**src/rtl/router_eject_buf.sv**
```systemverilog
// router_eject_buf
// Ejection buffer between a two-VC router output port and the local core.
// Each VC has its own DEPTH-entry FIFO. Incoming flits are acknowledged one
// cycle after acceptance. A round-robin arbiter picks which VC is presented to
// the core, and that choice is held while the core stalls.
//
// Ports
//   clk      : clock, all state changes on the rising edge
//   RST_     : asynchronous active-low reset
//   IDATA    : flit from router, [34:33] type (01 head, 00 body, 10 tail,
//              11 head+tail), [32:0] payload
//   IVALID   : IDATA valid this cycle
//   IVCH     : VC of the incoming flit
//   OACK     : per-VC one-cycle accept pulse back to the router
//   ORDY     : per-VC buffer has a free slot
//   OLCK     : per-VC packet in progress
//   ODATA    : flit presented to the core
//   OVALID   : ODATA valid
//   OVCH     : VC of ODATA
//   IREADY   : core accepts the presented flit
//   OERR     : sticky protocol / overflow error
//   PKT_CNT  : (only with EJECT_PKT_CNT_EN) count of packets delivered to the
//              core, 16 bits, wrapping
//
// Optional feature macro: EJECT_PKT_CNT_EN adds the PKT_CNT output and its counter.

module router_eject_buf #(
  parameter int DEPTH = 4
) (
  input  logic        clk,
  input  logic        RST_,
  input  logic [34:0] IDATA,
  input  logic        IVALID,
  input  logic        IVCH,
  output logic [1:0]  OACK,
  output logic [1:0]  ORDY,
  output logic [1:0]  OLCK,
  output logic [34:0] ODATA,
  output logic        OVALID,
  output logic        OVCH,
  input  logic        IREADY,
`ifdef EJECT_PKT_CNT_EN
  output logic [15:0] PKT_CNT,
`endif
  output logic        OERR
);

  localparam int PTR_W = $clog2(DEPTH);
  localparam int CNT_W = PTR_W + 1;

  localparam logic [1:0] TYPE_BODY = 2'b00;
  localparam logic [1:0] TYPE_HEAD = 2'b01;
  localparam logic [1:0] TYPE_TAIL = 2'b10;

  logic [34:0]            mem [2][DEPTH];
  logic [1:0][PTR_W-1:0]  wr_ptr;
  logic [1:0][PTR_W-1:0]  rd_ptr;
  logic [1:0][CNT_W-1:0]  count;

  logic [1:0] flit_type;
  logic       accept;
  logic       drop;
  logic       proto_err;
  logic [1:0] push;
  logic [1:0] pop_vc;
  logic       pop;
  logic [1:0] not_empty;
  logic       rr_vc;
  logic       grant;
  logic       last_vc;
  logic       hold;
  logic       held_vc;

  // Ready is taken from the registered count only, so a pop in the same
  // cycle never opens a slot early. Counts reset to zero, which makes ORDY
  // read all-ones while reset is held.
  always_comb begin
    for (int v = 0; v < 2; v++) begin
      ORDY[v]      = count[v] < CNT_W'(DEPTH);
      not_empty[v] = count[v] != '0;
    end
  end

  // Input-side decode. A flit to a full VC is dropped and flagged. Protocol
  // checks look at the lock state of the target VC before this flit.
  always_comb begin
    flit_type = IDATA[34:33];
    accept    = IVALID && ORDY[IVCH];
    drop      = IVALID && !ORDY[IVCH];
    push[0]   = accept && !IVCH;
    push[1]   = accept && IVCH;
    proto_err = accept &&
                (((flit_type == TYPE_HEAD) && OLCK[IVCH]) ||
                 (((flit_type == TYPE_BODY) || (flit_type == TYPE_TAIL)) && !OLCK[IVCH]));
  end

  // Output arbitration. When both VCs hold data, the one not popped last wins.
  // Once a flit has been presented and stalled, the held choice overrides
  // the round-robin pick so the data the core sees cannot change under it.
  always_comb begin
    rr_vc     = (not_empty[0] && not_empty[1]) ? ~last_vc : not_empty[1];
    grant     = hold ? held_vc : rr_vc;
    OVALID    = not_empty[grant];
    OVCH      = grant;
    ODATA     = mem[grant][rd_ptr[grant]];
    pop       = OVALID && IREADY;
    pop_vc[0] = pop && !grant;
    pop_vc[1] = pop && grant;
  end

  // Storage array has no reset; stale entries are invisible once counts clear.
  always_ff @(posedge clk) begin
    if (accept) begin
      mem[IVCH][wr_ptr[IVCH]] <= IDATA;
    end
  end

  // Pointers wrap naturally because DEPTH is a power of two. A push and pop
  // on the same VC in one cycle leave the count unchanged.
  always_ff @(posedge clk or negedge RST_) begin
    if (!RST_) begin
      wr_ptr <= '0;
      rd_ptr <= '0;
      count  <= '0;
    end else begin
      for (int v = 0; v < 2; v++) begin
        if (push[v]) wr_ptr[v] <= wr_ptr[v] + 1'b1;
        if (pop_vc[v]) rd_ptr[v] <= rd_ptr[v] + 1'b1;
        if (push[v] && !pop_vc[v]) begin
          count[v] <= count[v] + 1'b1;
        end else if (!push[v] && pop_vc[v]) begin
          count[v] <= count[v] - 1'b1;
        end
      end
    end
  end

  // Acknowledge, packet lock and sticky error. Head+tail flits are
  // self-contained and leave the lock untouched.
  always_ff @(posedge clk or negedge RST_) begin
    if (!RST_) begin
      OACK <= 2'b00;
      OLCK <= 2'b00;
      OERR <= 1'b0;
    end else begin
      OACK <= push;
      if (accept) begin
        if (flit_type == TYPE_HEAD) begin
          OLCK[IVCH] <= 1'b1;
        end else if (flit_type == TYPE_TAIL) begin
          OLCK[IVCH] <= 1'b0;
        end
      end
      if (drop || proto_err) begin
        OERR <= 1'b1;
      end
    end
  end

  // Arbiter history. last_vc resets to VC1 so VC0 is favoured first.
  always_ff @(posedge clk or negedge RST_) begin
    if (!RST_) begin
      last_vc <= 1'b1;
      hold    <= 1'b0;
      held_vc <= 1'b0;
    end else begin
      if (pop) last_vc <= grant;
      hold    <= OVALID && !IREADY;
      held_vc <= grant;
    end
  end

`ifdef EJECT_PKT_CNT_EN
  // Bit 34 is set for both tail and head+tail, i.e. the last flit of a packet.
  always_ff @(posedge clk or negedge RST_) begin
    if (!RST_) begin
      PKT_CNT <= 16'h0000;
    end else if (pop && ODATA[34]) begin
      PKT_CNT <= PKT_CNT + 16'h0001;
    end
  end
`endif

endmodule

```
**config.mk**
```make
export PLATFORM = sky130hd
export DESIGN_NAME = router_eject_buf
export DESIGN_NICKNAME = d
export VERILOG_FILES = /design/src/rtl/router_eject_buf.sv
export SDC_FILE = /design/constraint.sdc
export NUM_CORES = 1
export LEC_CHECK = 0
export BUFFER_PORTS_ARGS = -buffer_cell sky130_fd_sc_hd__buf_4
export CAP_MARGIN = 10
export CORE_MARGIN = 2
export CORE_UTILIZATION = 25
export DETAILED_ROUTE_END_ITERATION = 10
export GPL_ROUTABILITY_DRIVEN = 0
export HOLD_SLACK_MARGIN = 0.02
export MAX_ROUTING_LAYER = met4
export PLACE_DENSITY = 0.51
export SLEW_MARGIN = 0
export SYNTH_ARGS = -nofsm -noshare
export SYNTH_HDL_FRONTEND = slang
export SYNTH_SLANG_ARGS = --single-unit
```
**constraint.sdc**
```tcl
create_clock -name clk -period 8.5 [get_ports clk]
set_input_delay 0 -clock clk [delete_from_list [all_inputs] [get_ports clk]]
set_output_delay 0 -clock clk [all_outputs]
set_load 0.02 [all_outputs]
```
==> impl_metrics.py, run 1 <==
metrics = {
    "floorplanning": {
        "core_area_mm2": 0.0466,
        "io_pins": 84,
        "die-area_mm2": 0.0489,
        "row_count": 79,
        "die_h_um": 221,
        "die_x_um": 221,
        "initial_utilization": 0.253,
    },
    "drt": {
        "viasPerCell": 4.22,
        "vias": 5465,
        "postRouteAntennaNets": 0,
        "wl_um": 25200,
        "drt-pass1-iter-count": 5,
        "wl_per_cell_um": 19.5,
        "drcViolationCount": 0,
        "drtIter0Drc": 308,
    },
    "timing": {
        "relSlewSlack": 0.213,
        "fin_crit_sh": 0.359,
        "fin_setup_tns_ns": 0,
        "fin_skew_ns": 0.0111,
        "setup_viol": 0,
        "fmax_mhz": 328,
        "slew_viol_final": 0,
        "rsz0062_at_grt": "false",
        "finalHoldViolations": 0,
        "whs_ns": 0.199,
        "worst_slew_pin_slew_ns": 1.17,
        "fin_crit_ns": 3.05,
    },
    "global_route": {
        "grt_pass1_wl_um": 38400,
        "track_usage": 0.106,
        "overflow": 0,
        "top_usage_layer": "met2",
        "use_met3": 0.0189,
        "grt_max_degree": 38,
        "grt_pass1_vias": 6057,
        "grtUsageMet1": 0.147,
        "met2_usage": 0.163,
        "antenna_found_initial": 0,
    },
    "synthesis": {
        "async_flop_share": 0.0728,
        "yosys_warnings": 0,
        "ys_ff_latch": 302,
        "syn-num-nets": 563,
        "netlist_area_mm2": 0.0118,
        "syn_area_per_cell_um2": 22.8,
        "synth_edf_count": 280,
        "ys_types": 37,
        "synth_ff_type": "edfxtp_1",
        "yosysSeqAreaShare": 0.760,
        "netlist_instances": 516,
    },
    "placed_design": {
        "port_buffers": 83,
        "dp_hpwl_um": 14200,
    },
    "critical_path": {
        "timing.rr.end": "mem[0][118]$_DFFE_PP_",
        "crit_arrival_ns": 3.05,
        "start_kind": "register",
        "worstPathRequired_ns": 8.50,
        "ff2ff_path_depth": 5,
        "path_max_fanout": 37,
        "worstSetupEndpointType": "primary output",
        "ff2ff_setup_slack_ns": 6.05,
        "reg2reg_from": "count[5]$_DFFE_PN0P_",
        "crit_type": "register to primary output",
    },
    "clock_network": {
        "insertion_delay_ns": 0.56,
        "cts_buffers": 31,
        "clock_sinks": 302,
        "cts-resized-gates": 0,
        "cts_tree": "yes",
        "cts_root_buf": "clkbuf_16",
        "cts.path.max_buffers": 3,
        "path_clk_slew_ns": 0.06,
        "htreeDepth": 1,
    },
    "final_layout": {
        "layout_commonest_cell": "edfxtp_1",
        "diodes": 0,
        "nets": 709,
        "fin_util": 0.314,
        "drive_gt1_frac": 0.384,
        "layout_common_cells": "edfxtp_1, buf_4, mux4_2",
        "syn_to_final_growth_pct": 23.9,
    },
    "worst_hold_path": {
        "hold_depth": 3,
        "holdCritPathClass": "primary input to register",
        "holdPathEnd": "hold$_DFF_PN0_",
        "hp-start": "IREADY",
    },
    "pwr": {
        "p_per_area_mw_per_mm2": 334,
        "p_leak_uw": 0.00487,
        "peakVddDrop_mv": 0.151,
    },
    "flow_run": {
        "cap_violations": 0,
    },
    "outcome": {
        "status": "finished, final reports clean",
    },
}
-- flip-flops by register name, indices dropped and copies added (netlist names), named ones only --
name and flops:
wr_ptr 4, held_vc 1, mem 280, last_vc 1
rd_ptr 4, OERR 1, count 6, hold 1
OACK 2
-- per-layer routing --
metal	vias to the layer above	routed length [um]
li1	2425	-
met2	108	11800
met1	2902	12000
met5	-	0
met4	0	346
met3	30	1060
-- stage by stage --
stage / setup WS (ns) / instance area [um^2] / instances / power, uW
5_1_grt: 5.33 / 14600 / 1294 / 5130
6_report: 5.45 / 14600 / 1294 / 4870
4_1_cts: 5.38 / 14600 / 1294 / 4990
3_5_place_dp: 6.00 / 13200 / 1194 / 3610
2_1_floorplan: 4.62 / 11800 / 516 / 3050
3_3_place_gp: 6.04 / 13200 / 1194 / 3600
-- how the worst max path moves through the flow --
| stage | from | to | slack, ns | cells past startpoint |
|---|---|---|---|---|
| after floorplan | count[5]$_DFFE_PN0P_ | mem[0][105]$_DFFE_PP_ | 4.62 | 4 |
| after global placement | count[2]$_DFFE_PN0P_ | ODATA[0] | 6.04 | 6 |
| after detailed placement | count[2]$_DFFE_PN0P_ | ODATA[0] | 6.00 | 6 |
| after CTS | count[2]$_DFFE_PN0P_ | ODATA[0] | 5.38 | 6 |
| after global routing | count[2]$_DFFE_PN0P_ | ODATA[0] | 5.33 | 6 |
| final | count[2]$_DFFE_PN0P_ | ODATA[0] | 5.45 | 6 |
-- logic make-up after synthesis --
| group | after synthesis | share of synthesized area |
|---|---|---|
| muxes | 109 | 0.180 |
| DFF | 302 | 0.760 |
| AOI/OAI and AO/OA | 15 | 0.00987 |
| xor gates and xnor gates | 12 | 0.00891 |
| and+or+nand+nor | 40 | 0.0164 |
| buffers and inverters | 31 | 0.0161 |
| adders and majority gates | 7 | 0.00870 |
-- critical path: stages (launching register included) --
cell and delay (ns):
dfrtp_1 0.41, or3_4 0.44, a31oi_4 0.21, a21boi_4 0.19
buf_4 0.62, mux2_2 0.42, buf_4 0.16
-- timing repair --
item,in CTS,in global routing
hold buffers,42,0
endpoints found under the hold margin,315,0
buffers inserted,0,0
-- synth_stat cells, types with 3 or more instances --
cell,number,share of area
edfxtp_1,280,0.71
nand2_1,9,0.0029
nor3_1,4,0.0017
nand3_1,5,0.0021
xor2_1,5,0.0037
o21ai_0,6,0.0025
dfrtp_1,21,0.045
mux2_2,8,0.0076
clkbuf_1,8,0.0025
mux2_4,29,0.037
buf_12,3,0.0051
buf_2,8,0.0034
nor2_1,11,0.0035
mux4_2,70,0.13
nor2b_1,4,0.0021
inv_1,9,0.0029
xnor2_1,7,0.0052
ha_1,5,0.0053
-- report_power, final --
| part | switching, uW | leakage, uW | total, uW | internal (uW) |
|---|---|---|---|---|
| Combinational | 703 | 0.00159 | 1530 | 831 |
| Sequential | 230 | 0.00278 | 2000 | 1770 |
| Clock | 553 | 0.000495 | 1340 | 791 |
-- area by class of cell --
class,count,area [um^2]
repair buffers,135,1120
clock inverters,24,234
inverters,9,33.8
well taps,607,759
flip-flops and latches,302,8970
multi-input cells,183,2700
clock buffers,34,787
fillers,4437,32000
Note: power is estimated with default switching activity, not from simulation.
==> run 2, diff against run 1 <==
==> constraint.sdc (replaced) <==
create_clock -name clk -period 2.82 [get_ports clk]
set_input_delay 0 -clock clk [delete_from_list [all_inputs] [get_ports clk]]
set_output_delay 0 -clock clk [all_outputs]
set_load 0.02 [all_outputs]
==> run 2 against run 1 <==
Against the previous run: combinational power grew to 3.4 times the previous value; worst setup slack lost 5.3 ns; sequential power grew to 2.9 times the previous value; routed wire length grew 3.1%; register-to-register slack lost 5.6 ns; critical path type unchanged.
==> impl_metrics.py, run 2 (synthesis results as in run 1) <==
metrics = {
    "pwr": {
        "peakVddDrop_mv": 0.427,
        "p_per_area_mw_per_mm2": 1030,
        "p_leak_uw": 0.00506,
    },
    "final_layout": {
        "diodes": 0,
        "stdcell_count": 1315,
        "largest_reg_flops": 280,
        "multiInputGateArea_mm2": 0.00272,
        "fin_util": 0.322,
        "syn_to_final_growth_pct": 27.0,
        "nets": 731,
        "post-route-cell-area_mm2": 0.0150,
        "layout_commonest_cell": "edfxtp_1",
        "layout_common_cells": "edfxtp_1, buf_4, mux4_2",
        "n_fill_cell": 4456,
        "layout.area.seq_mm2": 0.00897,
        "drive_gt1_frac": 0.395,
    },
    "drt": {
        "drt-pass1-iter-count": 4,
        "viasPerCell": 4.18,
        "postRouteAntennaNets": 0,
        "wl_um": 26000,
        "wl_per_cell_um": 19.8,
        "drtIter0Drc": 270,
        "drcViolationCount": 0,
        "vias": 5499,
    },
    "placed_design": {
        "dp_hpwl_um": 15300,
        "dpl_cell_area_mm2": 0.0134,
        "port_buffers": 83,
        "dp.cells": 1211,
    },
    "worst_hold_path": {
        "holdCritPathClass": "primary input to register",
    },
    "global_route": {
        "grt_pass1_wl_um": 39000,
        "grt_max_degree": 25,
        "track_usage": 0.111,
        "grt_pass1_vias": 6017,
        "antenna_found_initial": 0,
        "overflow": 0,
    },
    "critical_path": {
        "reg2reg_from": "count[3]$_DFFE_PN0P_",
        "ff2ff_setup_slack_ns": 0.44,
        "timing.rr.end": "count[2]$_DFFE_PN0P_",
        "crit_chain": "or3_4 -> a31oi_4 -> a21boi_4 -> buf_12 -> buf_12 -> mux2_4 -> buf_4",
        "slowest_delay_ns": 0.44,
        "worstSetupEndpoint": "ODATA[22]",
        "crit_arrival_ns": 2.64,
        "cpMostUsedCell": "buf_12",
        "crit_path_start": "count[2]$_DFFE_PN0P_",
        "worst_path_max_delay_cell": "or3_4",
        "crit_type": "register to primary output",
        "worstPathRequired_ns": 2.82,
        "start_kind": "register",
        "path_max_fanout": 11,
        "ff2ff_path_depth": 8,
        "worstSetupEndpointType": "primary output",
    },
    "clock_network": {
        "path_clk_slew_ns": 0.05,
        "cts_buffers": 35,
        "cts_root_buf": "clkbuf_16",
        "clock_sinks": 302,
        "cts.path.max_buffers": 3,
        "cts_tree": "yes",
        "insertion_delay_ns": 0.52,
        "htreeDepth": 2,
    },
    "floorplanning": {
        "die-area_mm2": 0.0489,
        "core_area_mm2": 0.0466,
        "row_count": 79,
        "die_h_um": 221,
        "initial_utilization": 0.253,
        "io_pins": 84,
        "die_x_um": 221,
    },
    "timing": {
        "finalHoldViolations": 0,
        "fin_setup_tns_ns": 0,
        "slew_viol_final": 0,
        "rsz0062_at_grt": "false",
        "fin_skew_ns": 0.0162,
        "fmax_mhz": 379,
        "relSlewSlack": 0.330,
        "worst_slew_pin_slew_ns": 1.00,
        "fin_crit_sh": 0.937,
        "fin_crit_ns": 2.64,
        "setup_viol": 0,
    },
    "outcome": {
        "status": "finished, final reports clean",
    },
    "flow_run": {
        "cap_violations": 0,
    },
}
==> run 2: cell count changes in the layout (fill, tap and decap cells not counted), sizes merged <==
cell and change:
inv -2, clkinv -6, dlygate4sd3 -1, bufinv -1, buf +19, clkinvlp -3
clkbuf +15
==> run 2: final cells by class <==
| class | count | share of cell area |
|---|---|---|
| flip-flops and latches | 302 | 0.599 |
| clock buffers | 49 | 0.0649 |
| inverters | 9 | 0.00226 |
| repair buffers | 153 | 0.0928 |
| clock inverters | 12 | 0.00894 |
| multi-input cells | 183 | 0.181 |
| well taps | 607 | 0.0507 |
==> run 2: what timing repair did <==
action	4_1_cts	5_1_grt
hold buffers	41	0
setup buffers	2	0
endpoints found under the setup margin	35	0
resized for setup	0	0
hold endpoints to repair	316	0
==> run 2: through the flow <==
stage / total power (uW) / hold WS [ns] / setup WS (ns)
final: 15400 / 0.210 / 0.178
after detailed placement: 11200 / -0.0854 / 0.361
after CTS: 15700 / 0.168 / 0.104
after global routing: 16100 / 0.198 / 0.0512
after global placement: 11200 / -0.0821 / 0.370
after floorplan: 9200 / -0.296 / -0.130
==> run 2: worst min path at each step <==
| stage | startpoint | to | slack (ns) | cells past startpoint |
|---|---|---|---|---|
| after floorplan | RST_ | OACK[0]$_DFF_PN0_ | -0.30 | 0 |
| after global placement | RST_ | OACK[1]$_DFF_PN0_ | -0.08 | 1 |
| after detailed placement | RST_ | OACK[1]$_DFF_PN0_ | -0.09 | 1 |
| after CTS | IREADY | hold$_DFF_PN0_ | 0.17 | 3 |
| after global routing | IREADY | hold$_DFF_PN0_ | 0.20 | 3 |
| final | IREADY | hold$_DFF_PN0_ | 0.21 | 3 |
==> run 2: power breakdown <==
| part | leakage, uW | switching [uW] | internal (uW) |
|---|---|---|---|
| sequential | 0.00278 | 552 | 5330 |
| combinational | 0.00174 | 2330 | 2790 |
| clock | 0.000539 | 1690 | 2670 |
| total | 0.00506 | 4570 | 10800 |
==> run 2: layer usage <==
metal	routed length, um	up-vias	GRT usage	part of all wire
met5	0	-	-	0
met4	393	0	0.0275	0.015
met3	1050	25	0.0252	0.040
met2	12500	101	0.175	0.48
met1	12100	2907	0.145	0.46
li1	-	2466	-	-
==> run 2: worst max-delay path, delay by kind of cell, from the launching register on <==
| family | cells | cell delay [ns] |
|---|---|---|
| AOI/OAI and AO/OA | 2 | 0.47 |
| buffers and inverters | 3 | 0.49 |
| DFF | 1 | 0.41 |
| muxes | 1 | 0.31 |
| and+or+nand+nor | 1 | 0.44 |
==> run 3, diff against run 2 <==
--- a/config.mk
+++ b/config.mk
@@ -7,13 +7,15 @@
 export LEC_CHECK = 0
 export BUFFER_PORTS_ARGS = -buffer_cell sky130_fd_sc_hd__buf_4
 export CAP_MARGIN = 10
+export CELL_PAD_IN_SITES_DETAIL_PLACEMENT = 2
+export CELL_PAD_IN_SITES_GLOBAL_PLACEMENT = 2
 export CORE_MARGIN = 2
 export CORE_UTILIZATION = 25
 export DETAILED_ROUTE_END_ITERATION = 10
 export GPL_ROUTABILITY_DRIVEN = 0
 export HOLD_SLACK_MARGIN = 0.02
 export MAX_ROUTING_LAYER = met4
-export PLACE_DENSITY = 0.51
+export PLACE_DENSITY = 0.58
 export SLEW_MARGIN = 0
 export SYNTH_ARGS = -nofsm -noshare
 export SYNTH_HDL_FRONTEND = slang
==> run 3 against run 2 <==
Against the previous run: sequential power shrank 2%; utilization rose by 0.089 points; critical endpoint is now ODATA[34]; highest routed layer unchanged; first-iteration DRC count grew 4.8%.
==> impl_metrics.py, run 3 (synthesis results as in run 1) <==
metrics = {
    "outcome": {
        "status": "finished, final reports clean",
    },
    "floorplanning": {
        "core_area_mm2": 0.0466,
        "die_h_um": 221,
        "row_count": 79,
        "initial_utilization": 0.253,
        "io_pins": 84,
        "die_x_um": 221,
        "die-area_mm2": 0.0489,
    },
    "critical_path": {
        "crit_path_start": "count[2]$_DFFE_PN0P_",
        "crit_chain": "or3_4 -> a31oi_4 -> a21boi_4 -> buf_12 -> buf_16 -> mux2_4 -> buf_4",
        "slowest_delay_ns": 0.44,
        "worstSetupEndpointType": "primary output",
        "worst_path_max_delay_cell": "or3_4",
        "start_kind": "register",
        "path_max_fanout": 18,
        "path_buf_inv": 3,
        "reg2reg_from": "count[3]$_DFFE_PN0P_",
        "critPathTopFamily": "buffers and inverters",
        "worstPathRequired_ns": 2.82,
        "crit_arrival_ns": 2.74,
        "crit_type": "register to primary output",
    },
    "clock_network": {
        "cts_buffers": 35,
        "cts.path.max_buffers": 3,
        "insertion_delay_ns": 0.53,
        "cts_tree": "yes",
        "path_clk_slew_ns": 0.06,
        "htreeDepth": 2,
        "clock_sinks": 302,
        "cts_root_buf": "clkbuf_16",
    },
    "timing": {
        "finalHoldViolations": 0,
        "fin_crit_ns": 2.74,
        "fmax_mhz": 364,
        "fin_setup_tns_ns": 0,
        "setup_viol": 0,
        "worst_slew_pin_slew_ns": 1.06,
        "slew_viol_final": 0,
        "whs_ns": 0.236,
        "fin_crit_sh": 0.973,
        "fin_skew_ns": 0.0167,
        "relSlewSlack": 0.293,
    },
    "final_layout": {
        "nets": 728,
        "drive_gt1_frac": 0.403,
        "n_fill_cell": 4567,
        "post-route-cell-area_mm2": 0.0150,
        "stdcell_count": 1316,
        "largest_reg_flops": 280,
        "layout_commonest_cell": "edfxtp_1",
        "layout_common_cells": "edfxtp_1, buf_4, mux4_2",
        "syn_to_final_growth_pct": 27.3,
    },
    "drt": {
        "vias": 5673,
        "drtIter0Drc": 283,
        "postRouteAntennaNets": 0,
        "drcViolationCount": 0,
        "drt-pass1-iter-count": 4,
        "viasPerCell": 4.31,
        "wl_per_cell_um": 22.1,
        "wl_um": 29100,
    },
    "placed_design": {
        "dpl_cell_area_mm2": 0.0133,
        "dp_hpwl_um": 16900,
        "port_buffers": 83,
        "dp.cells": 1207,
    },
    "flow_run": {
        "cap_violations": 0,
    },
    "global_route": {
        "antenna_found_initial": 2,
        "overflow": 0,
        "grt_pass1_wl_um": 43300,
        "grt_max_degree": 38,
        "grt_pass1_vias": 6602,
        "track_usage": 0.122,
    },
    "worst_hold_path": {
        "holdCritPathClass": "primary input to register",
        "hp-start": "IREADY",
    },
    "pwr": {
        "p_per_area_mw_per_mm2": 1060,
        "peakVddDrop_mv": 0.402,
        "p_leak_uw": 0.00509,
    },
}
-- run 3: cell types whose count changed in the layout (fill, tap and decap cells not counted), moves of 2 or more --
cell        before  now
clkinv_4         0    2
diode_2          0    2
mux2_2           8    6
mux2_4          29   31
inv_6            1    3
clkbuf_1        12    7
clkinvlp_4       0    2
buf_12          11    6
bufinv_16        3    6
-- run 3: worst register-to-register path, cell delays in order, from the launching register on --
cell and delay, ns:
dfrtp_1 0.43, nor3_1 0.13, o311ai_0 0.63, ha_1 0.31, inv_1 0.06, fa_1 0.37, xor2_1 0.17, nor2_1 0.12
xnor2_1 0.13
-- run 3: power breakdown --
part	internal [uW]	leakage [uW]	switching (uW)
combinational	2790	0.00173	2670
sequential	5330	0.00278	442
clock	2850	0.000571	1780
-- run 3: area by class of cell --
type	count	area [um^2]	share of cell area
Antenna cell	2	5.00	0.000333
Clock buffer	42	902	0.0601
Clock inverter	21	275	0.0183
Inverter	9	33.8	0.00225
Multi-Input combinational cell	183	2720	0.181
Sequential cell	302	8970	0.597
Tap cell	607	759	0.0506
Timing Repair Buffer	150	1350	0.0896
-- run 3: per-layer routing --
layer,track usage,share of wire,vias to the layer above
li1,-,-,2463
met1,0.159,0.46,3076
met2,0.198,0.49,102
met3,0.0239,0.037,32
met4,0.0281,0.015,0
met5,-,0,-
-- run 3: path summary, 6_finish.rpt --
path | endpoint | slack, ns | depth (start not counted)
max reg2reg | count[2]$_DFFE_PN0P_ | 0.40 | 8
max | ODATA[34] | 0.08 | 7
min | hold$_DFF_PN0_ | 0.24 | 3
min in group asynchronous | last_vc$_DFFE_PN1N_ | 0.51 | 3
max in group asynchronous | rd_ptr[0]$_DFFE_PN0P_ | 0.74 | 4
min reg2reg | OERR$_DFFE_PN0P_ | 0.48 | 1
-- run 3: stage by stage --
stage	worst slack [ns]	total power [uW]	utilization
2_1_floorplan	-0.130	9200	-
3_3_place_gp	0.386	11100	0.287
3_5_place_dp	0.353	11200	0.287
4_1_cts	-0.00124	16000	0.321
5_1_grt	-0.0182	16600	0.322
6_report	0.0755	15900	0.322
-- run 3: what timing repair did --
action                                  CTS  global route
endpoints found under the hold margin   315             0
gates resized for setup                   2             5
setup buffers                             0             1
gates cloned                              0             2
pin swaps                                 0             0
endpoints found under the setup margin    2            29
hold buffers                             41             0
